===== src/rtl/serial_subtractor_pkg.sv =====
// Shared types and constants for the bit-serial subtractor.
package serial_subtractor_pkg;

  typedef enum logic [1:0] {
    IDLE = 2'd0,
    RUN  = 2'd1,
    DONE = 2'd2
  } state_t;

  localparam int DEFAULT_WIDTH = 8;

  // Counter must hold 0..width without wrapping.
  function automatic int cnt_width(input int width);
    return $clog2(width + 1);
  endfunction

endpackage


===== src/rtl/serial_subtractor_fs_bit_cell.sv =====
// One-bit full subtractor: d = ai - bi - bin, bo = borrow out.
module fs_bit_cell (
  input  logic ai,
  input  logic bi,
  input  logic bin,
  output logic d,
  output logic bo
);

  assign d  = ai ^ bi ^ bin;
  assign bo = (~ai & bi) | (~(ai ^ bi) & bin);

endmodule


===== src/rtl/serial_subtractor.sv =====
// Bit-serial a-b, LSB first, one bit per clock; result published in DONE.
// Optional signed-overflow output enabled by macro SERIAL_SUBTRACTOR_OVF_EN.
module serial_subtractor
  import serial_subtractor_pkg::*;
#(
  parameter int WIDTH = DEFAULT_WIDTH
) (
  input  logic             clk,
  input  logic             rst_n,
  input  logic             start,
  input  logic [WIDTH-1:0] a,
  input  logic [WIDTH-1:0] b,
  output logic             busy,
  output logic             done,
  output logic [WIDTH-1:0] diff,
  output logic             bout
`ifdef SERIAL_SUBTRACTOR_OVF_EN
  ,
  output logic             ovf
`endif
);

  localparam int CW = cnt_width(WIDTH);
  localparam logic [CW-1:0] LAST = CW'(WIDTH - 1);

  state_t           state;
  state_t           state_next;
  logic [WIDTH-1:0] a_sh;
  logic [WIDTH-1:0] b_sh;
  logic [WIDTH-1:0] res_sh;
  logic [CW-1:0]    cnt;
  logic             br;
  logic             d_bit;
  logic             bo_bit;
  logic             last_bit;

  fs_bit_cell u_cell (
    .ai (a_sh[0]),
    .bi (b_sh[0]),
    .bin(br),
    .d  (d_bit),
    .bo (bo_bit)
  );

  assign last_bit = (state == RUN) && (cnt == LAST);

  always_ff @(posedge clk or negedge rst_n) begin
    if (!rst_n) begin
      state <= IDLE;
    end else begin
      state <= state_next;
    end
  end

  always_comb begin
    state_next = state;
    case (state)
      IDLE:    if (start) state_next = RUN;
      RUN:     if (cnt == LAST) state_next = DONE;
      DONE:    state_next = IDLE;
      default: state_next = IDLE;
    endcase
  end

  always_comb begin
    busy = 1'b0;
    done = 1'b0;
    case (state)
      RUN:     busy = 1'b1;
      DONE: begin
        busy = 1'b1;
        done = 1'b1;
      end
      default: ;
    endcase
  end

  always_ff @(posedge clk or negedge rst_n) begin
    if (!rst_n) begin
      a_sh   <= '0;
      b_sh   <= '0;
      res_sh <= '0;
      cnt    <= '0;
      br     <= 1'b0;
    end else begin
      case (state)
        IDLE: begin
          if (start) begin
            a_sh   <= a;
            b_sh   <= b;
            res_sh <= '0;
            cnt    <= '0;
            br     <= 1'b0;
          end
        end
        RUN: begin
          a_sh   <= a_sh >> 1;
          b_sh   <= b_sh >> 1;
          res_sh <= {d_bit, res_sh[WIDTH-1:1]};
          cnt    <= cnt + 1'b1;
          br     <= bo_bit;
        end
        default: ;
      endcase
    end
  end

  // Result registers load on the final RUN edge, so they first show the new value in DONE.
  always_ff @(posedge clk or negedge rst_n) begin
    if (!rst_n) begin
      diff <= '0;
      bout <= 1'b0;
    end else if (last_bit) begin
      diff <= {d_bit, res_sh[WIDTH-1:1]};
      bout <= bo_bit;
    end
  end

`ifdef SERIAL_SUBTRACTOR_OVF_EN
  // On the last bit a_sh[0]/b_sh[0] are the original operand sign bits.
  always_ff @(posedge clk or negedge rst_n) begin
    if (!rst_n) begin
      ovf <= 1'b0;
    end else if (last_bit) begin
      ovf <= (a_sh[0] != b_sh[0]) && (d_bit != a_sh[0]);
    end
  end
`endif

endmodule


===== config.mk =====
export PLATFORM = sky130hd
export DESIGN_NAME = serial_subtractor
export DESIGN_NICKNAME = d
export VERILOG_FILES = /design/src/rtl/serial_subtractor_pkg.sv /design/src/rtl/serial_subtractor_fs_bit_cell.sv /design/src/rtl/serial_subtractor.sv
export SDC_FILE = /design/constraint.sdc
export NUM_CORES = 1
export LEC_CHECK = 0
export CAP_MARGIN = 20
export CELL_PAD_IN_SITES_DETAIL_PLACEMENT = 1
export CELL_PAD_IN_SITES_GLOBAL_PLACEMENT = 1
export CORE_MARGIN = 2
export CORE_UTILIZATION = 40
export CTS_BUF_LIST = sky130_fd_sc_hd__clkbuf_8
export DETAILED_ROUTE_END_ITERATION = 8
export GPL_TIMING_DRIVEN = 0
export PLACE_DENSITY = 0.88
export SLEW_MARGIN = 10
export SYNTH_ARGS = -nofsm -noshare
export SYNTH_HDL_FRONTEND = slang
export SYNTH_SLANG_ARGS = --single-unit

===== constraint.sdc =====
create_clock -name clk -period 1.8 [get_ports clk]
set_input_delay 0.18 -clock clk [delete_from_list [all_inputs] [get_ports clk]]
set_output_delay 0.18 -clock clk [all_outputs]
set_load 0.02 [all_outputs]

### Word-level counts from Yosys, hierarchy flattened

Index checks and enable logic that the tools add are counted.

| operators by class | value |
|---|---|
| eq/ne operators | 5 |
| $add $sub $neg | 1 |
| reduce and logical (&&, ||, !) cells | 6 |
| bitwise gates (word level) | 7 |
| muxes and demuxes | 15 |

Operator list:

| kind | count |
|---|---|
| case mux 8 bit (2 select lines) | 3 |
| 2-to-1 mux 8 bit | 3 |
| case mux 4 bit (2 select lines) | 1 |
| adder 4 x 1 -> 4 bit, second input constant | 1 |
| == test 4 x 3 -> 1 bit, second input constant | 1 |
| 2-to-1 mux 2 bit | 2 |
| 2-to-1 mux 4 bit | 1 |
| case mux 2 bit (2 select lines) | 1 |
| AND reduction 2 bit | 2 |
| 2-to-1 mux 1 bit | 3 |
| AND 1 bit | 2 |
| == test 2 x 1 -> 1 bit, second input constant | 1 |
| == test 2 bit, second input constant | 1 |
| logical NOT 2 bit | 1 |
| != test 2 x 1 -> 1 bit, second input constant | 1 |
| != test 2 bit, second input constant | 1 |
| inverter 1 bit | 2 |
| case mux 1 bit (2 select lines) | 1 |
| nonzero test 2 bit | 1 |
| OR reduction 2 bit | 1 |
| bitwise XOR 1 bit | 2 |
| logical AND 1 bit | 1 |
| OR 1 bit | 1 |

| word-level totals | value |
|---|---|
| register bits after elaboration | 40 |
| input port bits | 19 |
| output and inout port bits | 11 |

### Longest topological paths before layout

| logic depth | value |
|---|---|
| depth in word-level cells | 5 |
| depth in mapped cells | 7 |

### Hierarchy

From an unflattened synthesis, not the netlist that was laid out.

| unflattened totals | value |
|---|---|
| cell total of the unflattened synthesis | 145 |
| area total of the unflattened synthesis | 1,721.7 um2 |

Modules (own cells, without submodules):

| module | area each (um2) | seq. area each (um2) | cells each | times used |
|---|---|---|---|---|
| serial_subtractor | 1,690.4 | 975.9 | 141 | 1 |
| fs_bit_cell | 31.3 | 0.0 | 4 | 1 |

### Worst setup path after synthesis

OpenSTA, ideal clock, no wires.

| timing path | value |
|---|---|
| path type | flip-flop to flip-flop |
| start | reg state[0] |
| end | reg a_sh[0] |
| required time | 1,667 ps |
| stages on the path, launching flop included | 6 |
| setup time | 133 ps |
| path slack | 279 ps |
| arrival time | 1,388 ps |
| path through | dfrtp_1 -> inv_1 -> ha_1 -> mux2i_2 -> clkbuf_1 -> o21ai_0 |

| on the way | value |
|---|---|
| longest elaborated chain between the ends | 3 |
| elaborated cells between the ends (all ways) | 6 |
| classes of those cells | 2 x eq/ne; 1 x mux; 3 x reduce/logical |

Ends and longest elaborated chain:

| what | RTL line | source |
|---|---|---|
| start: declaration | serial_subtractor.sv:26 | `state_t state;` |
| start signal: assignment | serial_subtractor.sv:51 | `state <= state_next;` |
| == test 2 x 1 -> 1 bit or logical NOT 2 bit (tied branches) | serial_subtractor.sv:86 | `case (state)` |
| nonzero test 2 bit (no source line) or != test 2 bit (tied branches) | -- |  |
| AND reduction 2 bit (no source line) | -- |  |
| end signal: assignment | serial_subtractor.sv:97 | `a_sh <= a_sh >> 1;` |
| end: declaration | serial_subtractor.sv:28 | `logic [WIDTH-1:0] a_sh;` |

Several ways; a longest one is shown, not always the timed one.
A chain may end at the register's enable or synchronous reset.

### Worst setup path in the final report

| timing path | value |
|---|---|
| start | reg state[1] |
| end | reg cnt[3] |

| on the way | value |
|---|---|
| longest elaborated chain between the ends | 3 |
| elaborated cells between the ends (all ways) | 6 |
| classes of those cells | 2 x eq/ne; 1 x mux; 3 x reduce/logical |

Ends and longest elaborated chain:

| what | RTL line | source |
|---|---|---|
| == test 2 x 1 -> 1 bit or logical NOT 2 bit (tied branches) | serial_subtractor.sv:86 |  |
| nonzero test 2 bit (no source line) or != test 2 bit (tied branches) | -- |  |
| AND reduction 2 bit (no source line) | -- |  |
| end signal: assignment | serial_subtractor.sv:100 | `cnt <= cnt + 1'b1;` |
| end: declaration | serial_subtractor.sv:31 | `logic [CW-1:0] cnt;` |

Several ways; a longest one is shown, not always the timed one.

==> results.md <==
* Status: completed
* Bufs and invs on worst path at 2
* DRT iter0 DRCs at 27
* Post-placement cell count at 227
* Post-Syn Nets at 171
* Slew @ Worst Pin at 436 ps
* Initial Util at 42.4%
* Die span in x at 69.6 um
* Final Hold Viols at 0
* CP arrival at 1930 ps
* Share of cells above drive strength 1 at 15.5%
* Syn. warnings at 0
* Clock sinks at 39
* Post-Syn Area at 0.00172 mm2
* Relative slew slack at 70.9%
* Post-Layout Inst Area at 0.00226 mm2
* Final worst slack at 94.5 ps
* TritonCTS clock tree: done
* Final Core Density at 55.6%
* Clock-pin transition on the worst setup and hold timing paths at 80 ps
* Wire length of the first global-routing pass at 6710 um
* Place WS at -182 ps
* Rows at 23
* Io pins at 30
* Latest clock arrival within the worst-skew pair at 290 ps
* Largest cells by area after synthesis: dfrtp_1 57%, mux2i_1 8.2%, o21ai_0 5.5%
* Sequential cell area fraction in the yosys report at 56.8%
* VDD IR max at 0.000670 V
* Die Y at 69.6 um
* Clock Skew at 8.64 ps
* Crit. End Element: flop
* Vias per cell at 5.34
* Core area at 0.00406 mm2
* Global placer's final weighted congestion at 0.743
* Fillers at 432
* Initial antenna violation count at 0
* Power Density at 1550 mW/mm2
* Post-DP Area at 0.00209 mm2
* Drt pass-1 iters at 4
* Required time worst endpoint at 2020 ps
* Share of synthesized flip-flops with an asynchronous set or reset at 100%
* NumNets Final at 210
* Final setup fails at 0
* Die area at 0.00484 mm2
* Cells after Synth at 147
* Leakage Power at 0.00108 uW
* Post-synth top area cell: dfrtp_1
* CP max FO at 9
* Vias in the first global route at 1395
* Drt drc at 0
* Largest net degree at the start of global routing at 24
* Max Slew Vio Count at 0
* CP top delay family: simple AND/OR/NAND/NOR gates
* Total gr overflow at 0
* Root Driver: clkbuf_8
* Most numerous cell in the Yosys netlist: dfrtp_1
* Synthesized area per cell at 11.7 um2
* Antenna diodes at 0
* CP max stage delay at 530 ps
* Post-DRT Antenna Nets at 0
* Buffers on Ports at 29
* Critical path type: reg -> reg
* GR Util All Layers at 17.7%
* Post-synth top cells: 39 x dfrtp_1, 22 x nand2_1, 19 x o21ai_0, 14 x mux2i_1
* Synth unique cells at 23
* Clk buf depth at 2
* H-tree Lvls at 2
* EDFF count, synth at 0
* Final period demand of the worst path at 1710 ps
* CP Cell Sequence: inv_1, ha_1, clkbuf_4, mux2i_4, or4b_1, nand3_1
* CTS Buf Count at 5
* Number of max-cap violations at 0
* WL final at 3870 um
* Hold Path Class: in -> async
* Routed vias at 1266
* Layout area overhead at 31.3%
* Post-route clock period utilization at 94.7%
* Ys flop type: dfrtp_1
* Kind of start point of the critical path: flop
* Routed wire per std cell at 16.3 um
* Register bit count reported by yosys at 39
* Share of the synthesized area in the top cell type at 56.8%
* Post-Layout Cell Count at 237
* Fmax at 586 MHz
* Master of the slowest instance on the critical path: or4b_1
* DP HPWL at 2900 um
[sequential cells by signal, summed over array words and instances (netlist names)]
signal and flops:
a_sh 8, b_sh 8, res_sh 7, state 2, diff 8, cnt 4
bout 1, br 1
[per-layer routing]
metal  track usage, %  vias up  part of all wire, %
met5                0        -                    0
met4             6.32        0                  1.6
met3             4.36        7                  4.0
met2             31.5       31                   53
met1             20.7      641                   42
li1                 -      587                    -
[report_power, final]
| part | total [uW] | internal [uW] | switching, uW |
|---|---|---|---|
| sequential | 1410 | 1200 | 213 |
| clock | 723 | 413 | 311 |
| combinational | 1380 | 636 | 740 |
| total | 3510 | 2250 | 1260 |
[worst paths after layout]
path,startpoint,endpoint,slack (ps),depth (start not counted)
max in group asynchronous,rst_n,a_sh[5]$_DFFE_PN0P_,980,3
worst max register to register,state[1]$_DFFE_PN0P_,cnt[3]$_DFFE_PN0P_,90,6
min in group clk,a[7],a_sh[7]$_DFFE_PN0P_,470,3
worst max-delay path,state[1]$_DFFE_PN0P_,cnt[3]$_DFFE_PN0P_,90,6
worst min-delay path,rst_n,diff[0]$_DFFE_PN0P_,350,2
worst min register to register,b_sh[3]$_DFFE_PN0P_,b_sh[3]$_DFFE_PN0P_,490,2
[repair_timing]
item                                    CTS  global route
setup buffers                             0             1
hold buffers                              1             0
resized for setup                         3            10
endpoints found under the setup margin   25            34
hold endpoints to repair                 16             0
[stage by stage]
step | setup TNS, ps | power, uW | hold WS [ps]
after floorplan | 0 | 2270 | -116
after CTS | 0 | 3500 | 360
after global placement | -12550 | 2620 | 465
after global routing | -6.84 | 3790 | 383
after detailed placement | -1920 | 2750 | 144
final | 0 | 3510 | 352
[cells by family after synthesis]
family                   count (synthesis)  share of synthesized area [%]
AND/OR/NAND/NOR                         37                           10.8
adder cells (fa/ha/maj)                  5                           4.08
AO/OA/AOI/OAI                           30                           10.8
flip-flops                              39                           56.8
multiplexers                            23                           14.2
buffers and inverters                   13                           3.28
[cell usage in the layout (no fill, tap or decap), types with 2 or more instances in the layout]
master and instances:
a22o_1 8, buf_2 4, buf_4 3, clkbuf_4 2, clkbuf_8 5, clkdlybuf4s50_1 26
dfrtp_1 39, ha_1 3, inv_1 5, mux2_2 8, mux2i_1 14, nand2_1 22
nand2b_1 4, nand3_1 4, nand3b_1 2, o21ai_0 19
[cell type report]
class                   instances  area, um2  share of cell area [%]
clock inverters                 3       43.8                    1.94
repair buffers                 32        332                    14.7
clock buffers                   5       68.8                    3.05
multi-input cells              95        707                    31.3
well taps                      50       62.6                    2.77
inverters                       5       18.8                   0.831
flip-flops and latches         39        976                    43.2
plain buffers                   8       48.8                    2.16
No activity file was read; power rests on OpenSTA's default activity.
